`config.mk`:
```
export PLATFORM = sky130hd
export DESIGN_NAME = ksa_flat
export DESIGN_NICKNAME = d
export VERILOG_FILES = /design/src/rtl/ksa_if.sv /design/src/rtl/ksa.sv /design/src/flat_wrapper.sv
export SDC_FILE = /design/constraint.sdc
export NUM_CORES = 1
export LEC_CHECK = 0
export ABC_CLOCK_PERIOD_IN_PS = 4800
export CORE_MARGIN = 2
export CORE_UTILIZATION = 44
export CTS_CLUSTER_DIAMETER = 120
export DETAILED_ROUTE_END_ITERATION = 16
export MAX_ROUTING_LAYER = met4
export PLACE_DENSITY = 0.73
export SYNTH_ARGS = -nofsm -noshare
export SYNTH_HDL_FRONTEND = slang
export SYNTH_SLANG_ARGS = --single-unit
```
`constraint.sdc`:
```
create_clock -name clk -period 4.8 [get_ports clk]
set_input_delay 0.72 -clock clk [delete_from_list [all_inputs] [get_ports clk]]
set_output_delay 0.72 -clock clk [all_outputs]
set_load 0.005 [all_outputs]
```
`src/rtl/ksa_if.sv`:
```
// Start/ready handshake plus single-port S memory bus for the ARC4 key scheduler.
// The master drives start, key and memory read data; the slave (ksa) drives the rest.
interface ksa_if;
  logic        en;
  logic        rdy;
  logic [23:0] key;
  logic [7:0]  addr;
  logic [7:0]  rddata;
  logic [7:0]  wrdata;
  logic        wren;

  modport master (
    output en, key, rddata,
    input  rdy, addr, wrdata, wren
  );

  modport slave (
    input  en, key, rddata,
    output rdy, addr, wrdata, wren
  );
endinterface

```
`src/rtl/ksa.sv`:
```
// ARC4 key scheduling performed in place on an external 256x8 S memory with 1-cycle read latency.
// Four cycles per iteration, 1024 busy cycles per run; en is ignored while busy (no queuing).
module ksa (
  input  logic clk,
  input  logic rst_n,
  ksa_if.slave bus
);

  typedef enum logic [2:0] {IDLE, RD_I, RD_J, WR_I, WR_J} state_t;

  state_t      state, state_nxt;
  logic [7:0]  i, j, si;
  logic [1:0]  kidx;
  logic [23:0] key_q;
  logic [7:0]  kbyte;
  logic [7:0]  jn;

  // kidx tracks i mod 3 incrementally so no divider is needed.
  always_comb begin
    case (kidx)
      2'd0:    kbyte = key_q[23:16];
      2'd1:    kbyte = key_q[15:8];
      default: kbyte = key_q[7:0];
    endcase
  end

  assign jn = j + bus.rddata + kbyte;

  always_ff @(posedge clk or negedge rst_n) begin
    if (!rst_n) begin
      state <= IDLE;
      i     <= 8'd0;
      j     <= 8'd0;
      si    <= 8'd0;
      kidx  <= 2'd0;
      key_q <= 24'd0;
    end else begin
      state <= state_nxt;
      case (state)
        IDLE: begin
          if (bus.en) begin
            key_q <= bus.key;
            i     <= 8'd0;
            j     <= 8'd0;
            kidx  <= 2'd0;
          end
        end
        RD_J: begin
          si <= bus.rddata;
          j  <= jn;
        end
        WR_J: begin
          i    <= i + 8'd1;
          kidx <= (kidx == 2'd2) ? 2'd0 : kidx + 2'd1;
        end
        default: ;
      endcase
    end
  end

  // Outputs decode from state only, so an async reset drops wren and rdy rises at once.
  always_comb begin
    state_nxt  = state;
    bus.rdy    = 1'b0;
    bus.addr   = 8'd0;
    bus.wrdata = 8'd0;
    bus.wren   = 1'b0;
    case (state)
      IDLE: begin
        bus.rdy = 1'b1;
        if (bus.en) state_nxt = RD_I;
      end
      RD_I: begin
        bus.addr  = i;
        state_nxt = RD_J;
      end
      RD_J: begin
        bus.addr  = jn;
        state_nxt = WR_I;
      end
      WR_I: begin
        bus.addr   = i;
        bus.wrdata = bus.rddata;
        bus.wren   = 1'b1;
        state_nxt  = WR_J;
      end
      WR_J: begin
        bus.addr   = j;
        bus.wrdata = si;
        bus.wren   = 1'b1;
        state_nxt  = (i == 8'd255) ? IDLE : RD_I;
      end
      default: state_nxt = IDLE;
    endcase
  end

endmodule

```
`src/flat_wrapper.sv`:
```
// flat-port wrapper written by rule: the top's interface ports become plain ports
module ksa_flat 
  (clk, rst_n, bus_en, bus_key, bus_rddata, bus_rdy, bus_addr, bus_wrdata, bus_wren);
  ksa_if bus_i ();
  input  logic clk;
  input  logic rst_n;
  input wire logic [$bits(bus_i.en)-1:0] bus_en;
  input wire logic [$bits(bus_i.key)-1:0] bus_key;
  input wire logic [$bits(bus_i.rddata)-1:0] bus_rddata;
  output wire logic [$bits(bus_i.rdy)-1:0] bus_rdy;
  output wire logic [$bits(bus_i.addr)-1:0] bus_addr;
  output wire logic [$bits(bus_i.wrdata)-1:0] bus_wrdata;
  output wire logic [$bits(bus_i.wren)-1:0] bus_wren;
  assign bus_i.en = bus_en;
  assign bus_i.key = bus_key;
  assign bus_i.rddata = bus_rddata;
  assign bus_rdy = bus_i.rdy;
  assign bus_addr = bus_i.addr;
  assign bus_wrdata = bus_i.wrdata;
  assign bus_wren = bus_i.wren;
  ksa u_core (.clk(clk), .rst_n(rst_n), .bus(bus_i));
endmodule
```
==> results.toml, run 1 <==
[outcome]
status = "finished, violations left"
violations = "design-rule violations"

[grt]
grt_first_pass_wirelength_mm = 11.37
overflow = 0
grt_usage_pct = 19.97
antenna_found_initial = 0
grt_pass1_vias = 2413
grt_max_degree = 54

[timing]
tightest_slew_ns = 1.087
report.final.slew_viol_count = 0
rsz0062_at_grt = "no"
period_share_pct = 95.15
max-slew-margin-rel_pct = 27.56
fmax_mhz = 219.0
setup_tns_ns = 0
finalSetupViolations = 0
hold_violations = 0
fin_skew_ns = 0.005779
min_period_ns = 4.567

[die]
core_mm2 = 0.006422
std_cell_rows = 29
io_pins = 53
die_w_um = 85.87
die_h_um = 85.87
initial_core_util_pct = 45.92
dieArea_mm2 = 0.007374

[clocking]
clock_sinks = 53
cts_max_level = 2
cts.clk_slew.worst_paths_ns = 0.09
clockRootBuffer = "clkbuf_8"
cts_buffer_depth = 2
numCtsBuffers = 5
clock_latency_ns = 0.30
cts_tree = "built"

[power]
power_density_mw_per_mm2 = 404.1
p_total_mw = 1.453
ir_drop_uv = 152.5
p_leak_nw = 1.691

[critical_path]
crit_type = "flop to output pin"
arrival_ns = 3.85
critPathCaptureType = "output pin"
rrSetupSlack_ns = 1.74
r2r_start = "u_core.kidx[0]"
startpoint_type = "flop"
endpoint = "bus_addr[7]"
worst-r2r-cell-count = 13
timing.rr.end = "u_core.j[7]"
crit_fanout = 7
startpoint = "u_core.kidx[0]"
cp_data_required_time_ns = 4.08

[logic_synthesis]
async_flop_share_pct = 100.0
seq_area_frac_synth_pct = 44.97
syn_inst = 340
synthTopCellsByArea = "dfrtp_1 45%, nand2_1 12%, fa_1 5.4%"
synth-main-ff-cell = "dfrtp_1"
synth_top_area_share_pct = 44.97
synth_warnings = 0
synth_xor_area_share_pct = 1.782
ys_ff_latch = 53
synth_nets = 390
yosys.area_share.adder_pct = 8.401
ys_types = 36
postSynthAreaPerCell_um2 = 8.674
syn_area_mm2 = 0.002949
synth_compound_area_share_pct = 15.15
synth_edf_count = 0
yosys.area_share.simple_pct = 19.35
synth_top_family_by_area = "simple AND/OR/NAND/NOR gates"
synth_mux_area_share_pct = 4.200
synth_top_cell_by_area = "dfrtp_1"

[placed_design]
dp_hpwl_mm = 4.765
port_buffers = 52
dp.cells = 455
place.gp.congestion = 0.8337

[finish]
final_common_cell = "nand2_1"
final_cell_mix = "93 x nand2_1, 52 x dfrtp_1, 51 x clkdlybuf4s50_1"
drive_above_1_share_pct = 4.145
stdcell_count = 463
nets = 435
num-fill-cells = 594
area_delta_synth_final_pct = 21.93
n_antenna_cell = 0

[route]
routed_wl_mm = 6.498
dr.pass1.iters = 12
vias = 2454
wl_per_cell_um = 14.03
ant_nets = 0
via_per_inst = 5.300
initialDrtViolationCount = 158
drc = 3

[run]
cap_violations = 0

[hold_path]
hp-class = "flop to flop"
[Yosys cell counts (7+ instances only)]
| cell | n |
|---|---|
| ha_1 | 7 |
| inv_1 | 29 |
| a21oi_1 | 11 |
| a22o_1 | 8 |
| dfrtp_1 | 53 |
| clkbuf_1 | 7 |
| buf_2 | 7 |
| nand2_1 | 93 |
| fa_1 | 8 |
| o21ai_0 | 27 |
| mux2i_1 | 9 |
| nor2_1 | 20 |
[cells by family (layout without fill, tap and decap cells)]
family | count (synthesis) | after routing
and+or+nand+nor | 137 | 137
muxes | 12 | 12
AOI/OAI and AO/OA | 71 | 71
DFF | 53 | 53
adders and majority gates | 15 | 15
xor gates and xnor gates | 6 | 6
buffers and inverters | 46 | 92
[layout make-up]
type / instances / area [µm²] / area share (%)
well taps: 77 / 96.34 / 2.679
inverters: 29 / 108.9 / 3.027
repair buffers: 55 / 538.0 / 14.96
flip-flops and latches: 53 / 1328 / 36.92
clock inverters: 1 / 7.507 / 0.2088
multi-input cells: 241 / 1441 / 40.08
clock buffers: 7 / 76.32 / 2.122
[worst max-delay path, stage by stage, from the launching register on]
cell and delay, ns:
dfrtp_2 0.47, mux2i_1 0.21, nor2_1 0.05, a21oi_1 0.28, fa_1 0.49, inv_1 0.07
ha_1 0.16, inv_1 0.05, fa_1 0.39, nor2b_1 0.17, o31a_1 0.17, o22ai_1 0.11
xnor2_1 0.14, o21ai_0 0.21, clkdlybuf4s50_1 0.54
[how the worst min path moves through the flow]
stage / from / endpoint / slack, ns / cells after the start
CTS: u_core.key_q[9] / u_core.key_q[9] / 0.49 / 2
detailed placement: u_core.key_q[9] / u_core.key_q[9] / 0.46 / 2
global route: u_core.key_q[9] / u_core.key_q[9] / 0.50 / 2
finish: u_core.key_q[13] / u_core.key_q[13] / 0.48 / 2
global placement: u_core.key_q[4] / u_core.key_q[4] / 0.46 / 2
floorplan: rst_n / u_core.i[0] / 0.42 / 0
[state kept, by name, indices dropped and copies added (netlist names)]
register,flops
u_core.i,8
u_core.j,8
u_core.key_q,24
u_core.kidx,2
u_core.si,8
u_core.state,3
[through the flow]
step / hold slack (ns) / utilization [%] / worst slack (ns) / area (µm²)
after floorplan: 0.4244 / - / 1.193 / 2949
after global placement: 0.4572 / 54.67 / 0.3430 / 3511
after detailed placement: 0.4624 / 54.67 / 0.2634 / 3511
after CTS: 0.4856 / 55.97 / 0.1256 / 3595
after global routing: 0.4965 / 55.99 / 0.003902 / 3596
final: 0.4824 / 55.99 / 0.2330 / 3596
[layer usage]
layer / up-vias / global-route usage, % / share of wire, %
met3: 6 / 4.427 / 5.8
met5: - / - / 0
met4: 0 / 3.896 / 0.85
met1: 1166 / 26.61 / 45
met2: 76 / 31.71 / 48
li1: 1206 / - / -
[where the power goes]
group | total (mW) | switching (mW) | internal [mW]
registers | 0.514 | 0.0245 | 0.489
clock network | 0.249 | 0.145 | 0.104
logic | 0.691 | 0.317 | 0.373
total | 1.45 | 0.487 | 0.966
[what timing repair did]
| item | CTS | global route |
|---|---|---|
| hold buffers | 0 | 0 |
| resized for setup | 0 | 1 |
| setup endpoints to repair | 0 | 2 |
| setup buffers | 0 | 0 |
Note: power is estimated with default switching activity, not from simulation.
==> run 2: changes to the inputs <==
--- a/config.mk
+++ b/config.mk
@@ -8,7 +8,7 @@
 export ABC_CLOCK_PERIOD_IN_PS = 4800
 export CORE_MARGIN = 2
 export CORE_UTILIZATION = 44
-export CTS_CLUSTER_DIAMETER = 120
+export CTS_CLUSTER_DIAMETER = 40
 export DETAILED_ROUTE_END_ITERATION = 16
 export MAX_ROUTING_LAYER = met4
 export PLACE_DENSITY = 0.73
==> results of run 2 <==
No change in the layout: final DEF, timing and power equal those of run 1.
==> run 3: changes to the inputs <==
--- a/config.mk
+++ b/config.mk
@@ -5,13 +5,14 @@
 export SDC_FILE = /design/constraint.sdc
 export NUM_CORES = 1
 export LEC_CHECK = 0
-export ABC_CLOCK_PERIOD_IN_PS = 4800
+export ABC_AREA = 1
+export ABC_CLOCK_PERIOD_IN_PS = 4430
 export CORE_MARGIN = 2
 export CORE_UTILIZATION = 44
 export CTS_CLUSTER_DIAMETER = 40
 export DETAILED_ROUTE_END_ITERATION = 16
 export MAX_ROUTING_LAYER = met4
-export PLACE_DENSITY = 0.73
+export PLACE_DENSITY = 0.72
 export SYNTH_ARGS = -nofsm -noshare
 export SYNTH_HDL_FRONTEND = slang
 export SYNTH_SLANG_ARGS = --single-unit
==> constraint.sdc (replaced) <==
create_clock -name clk -period 4.43 [get_ports clk]
set_input_delay 0.6645 -clock clk [delete_from_list [all_inputs] [get_ports clk]]
set_output_delay 0.6645 -clock clk [all_outputs]
set_load 0.005 [all_outputs]
==> run 3 against run 2 <==
Against the previous run:
- the run now ends clean
- die area is 3.6% higher
- sequential power up 9.7%
- synthesized cell count increased by 10%
- total power rose by 13%
- flip-flop and latch count stayed put
- register-to-register slack worse by 0.07 ns
- clock power is 8.8% higher
- non-clock buffer count is the same
- via count grew 4.4%
- largest power group unchanged
- highest routed layer unchanged
==> results.toml, run 3 <==
[timing]
period_share_pct = 94.49
fmax_mhz = 238.9
max-slew-margin-rel_pct = 53.99
min_period_ns = 4.186
rsz0062_at_grt = "no"
finalSetupViolations = 0
tightest_slew_ns = 0.6902
report.final.slew_viol_count = 0
setup_tns_ns = 0
fin_skew_ns = 0.01074
hold_violations = 0

[critical_path]
crit_top_cell = "inv_1"
crit_chain = "inv_1 -> buf_4 -> o22ai_1 -> o21bai_2 -> fa_1 -> inv_1 -> ha_1 -> inv_1 -> fa_2 -> nor3_1 -> nor2_1 -> nand3_1 -> nand3_1 -> nand2_1 -> clkdlybuf4s50_1"
rrSetupSlack_ns = 1.67
path_buf_inv = 5
crit_type = "flop to output pin"
cp_data_required_time_ns = 3.77
cp.depth = 15
crit_fanout = 8
arrival_ns = 3.52
cpLargestDelayFamily = "adder cells"
startpoint_type = "flop"
worst-r2r-cell-count = 15
critPathCaptureType = "output pin"
slowest_stage = "clkdlybuf4s50_1"
slowest_delay_ns = 0.50

[logic_synthesis]
synth_edf_count = 0
postSynthAreaPerCell_um2 = 8.183
seq_area_frac_synth_pct = 43.34
synth_top_area_share_pct = 43.34
synth_nets = 424
ys_types = 33
synth-main-ff-cell = "dfrtp_1"
synth_warnings = 0
yosysMostFrequentCell = "nand2_1"
ys_ff_latch = 53
synthTopCellsByArea = "dfrtp_1 43%, nand2_1 16%, inv_1 6.4%"
syn_inst = 374
syn_area_mm2 = 0.003060
synth_top_cell_by_area = "dfrtp_1"
synthTopCellsByCount = "132 x nand2_1, 53 x dfrtp_1, 52 x inv_1"
async_flop_share_pct = 100.0

[power]
ir_drop_uv = 222.1
p_leak_nw = 1.827
power_density_mw_per_mm2 = 442.5

[grt]
grt_usage_pct = 19.32
grt_max_degree = 54
grt_first_pass_wirelength_mm = 11.20
antenna_found_initial = 0
grt_pass1_vias = 2473
overflow = 0

[die]
initial_core_util_pct = 45.30
io_pins = 53
die_h_um = 87.40
dieArea_mm2 = 0.007639
core_mm2 = 0.006756
std_cell_rows = 30
die_w_um = 87.40

[finish]
n_antenna_cell = 0
area_delta_synth_final_pct = 21.46
drive_above_1_share_pct = 9.346
largest_reg_flops = 24
multi_input_area_mm2 = 0.001438
num-fill-cells = 657
nets = 477
final_common_cell = "nand2_1"
final_cell_mix = "132 x nand2_1, 53 x dfrtp_1, 51 x inv_1, 51 x clkdlybuf4s50_1, 19 x o21ai_0"
max_flop_register = "u_core.key_q"
area.sequential_mm2 = 0.001326
fin_util_pct = 55.02

[route]
wl_per_cell_um = 13.28
dr.pass1.iters = 4
drc = 0
routed_wl_mm = 6.745
vias = 2562
initialDrtViolationCount = 103
via_per_inst = 5.043
ant_nets = 0

[hold_path]
hp-class = "primary input to asynchronous set/reset pin"

[clocking]
clockRootBuffer = "clkbuf_8"
cts_tree = "built"
cts.clk_slew.worst_paths_ns = 0.10
cts_hold_buf = 0
cts_buffer_depth = 2
numCtsBuffers = 5
cts_max_level = 2
clock_sinks = 53
clock_latency_ns = 0.31

[placed_design]
place.gp.congestion = 0.8907
port_buffers = 52
dp_hpwl_mm = 4.904

[run]
cap_violations = 0

[outcome]
status = "complete, no violations"
[run 3: changes by cell type after synthesis, moves of 8 or more]
| cell | before | now |
|---|---|---|
| a22o_1 | 8 | 0 |
| inv_1 | 29 | 52 |
| mux2i_1 | 9 | 0 |
| nand2_1 | 93 | 132 |
| nand3_1 | 5 | 14 |
| nor2_1 | 20 | 7 |
| o21ai_0 | 27 | 19 |
| o21ai_2 | 0 | 8 |
| o21bai_1 | 0 | 8 |
[run 3: timing repair]
action                                  CTS  global route
endpoints found under the setup margin    0             1
gates resized for setup                   0             3
buffers inserted                          0             0
[run 3: routing by layer]
layer  up-vias  track usage [%]  part of all wire (%)  routed length (µm)
li1       1296                -                     -                   -
met1      1197            24.98                    47                3154
met2        63            31.47                    48                3250
met3         6            3.412                   4.1                 276
met4         0            5.035                  0.93                  63
met5         -                -                     0                   0
[run 3: path summary, 6_finish.rpt]
check                           startpoint               to
hold reg to reg            u_core.key_q[6]  u_core.key_q[6]
hold / removal                       rst_n     u_core.si[1]
min in group clk           u_core.key_q[6]  u_core.key_q[6]
max in group asynchronous            rst_n  u_core.state[1]
setup reg to reg            u_core.kidx[1]      u_core.j[7]
setup / recovery            u_core.kidx[1]      bus_addr[7]
[run 3: logic make-up after synthesis]
family | after synthesis | synth area share (%)
compound gates | 66 | 14.15
buf+inv | 69 | 9.893
xor+xnor | 2 | 0.5725
simple gates | 169 | 23.96
fa+ha+maj | 15 | 8.095
flops | 53 | 43.34
[run 3: metrics by stage]
stage / cells / hold slack [ns] / instance area (µm²) / setup WS, ns / power (mW)
final: 508 / 0.4719 / 3717 / 0.2441 / 1.645
after detailed placement: 500 / 0.4588 / 3627 / 0.2692 / 1.377
after global routing: 508 / 0.5042 / 3717 / 0.01640 / 1.791
after CTS: 508 / 0.4823 / 3711 / 0.1067 / 1.652
after global placement: 500 / 0.4533 / 3627 / 0.3204 / 1.358
after floorplan: 374 / 0.3689 / 3060 / 1.305 / 1.051
[run 3: power breakdown]
group	total (mW)	internal, mW	switching, mW
Sequential	0.564	0.541	0.0228
Combinational	0.810	0.407	0.403
Clock	0.271	0.112	0.159
[run 3: area by class of cell]
class,instances,area share (%)
flip-flops and latches,53,35.68
well taps,80,2.693
clock inverters,1,0.2020
repair buffers,55,14.47
inverters,60,6.227
clock buffers,7,2.053
multi-input cells,252,38.67
[run 3: worst reg2reg max path, cell delays in order (launching register included)]
cell and delay, ns:
dfrtp_1 0.40, inv_1 0.13, buf_4 0.18, o22ai_1 0.08
o21bai_2 0.21, fa_1 0.44, inv_1 0.07, ha_1 0.16
inv_1 0.09, fa_2 0.38, nor3_1 0.20, nor2_1 0.08
inv_1 0.05, nand2_1 0.05, nand3_1 0.08, nand2_1 0.06
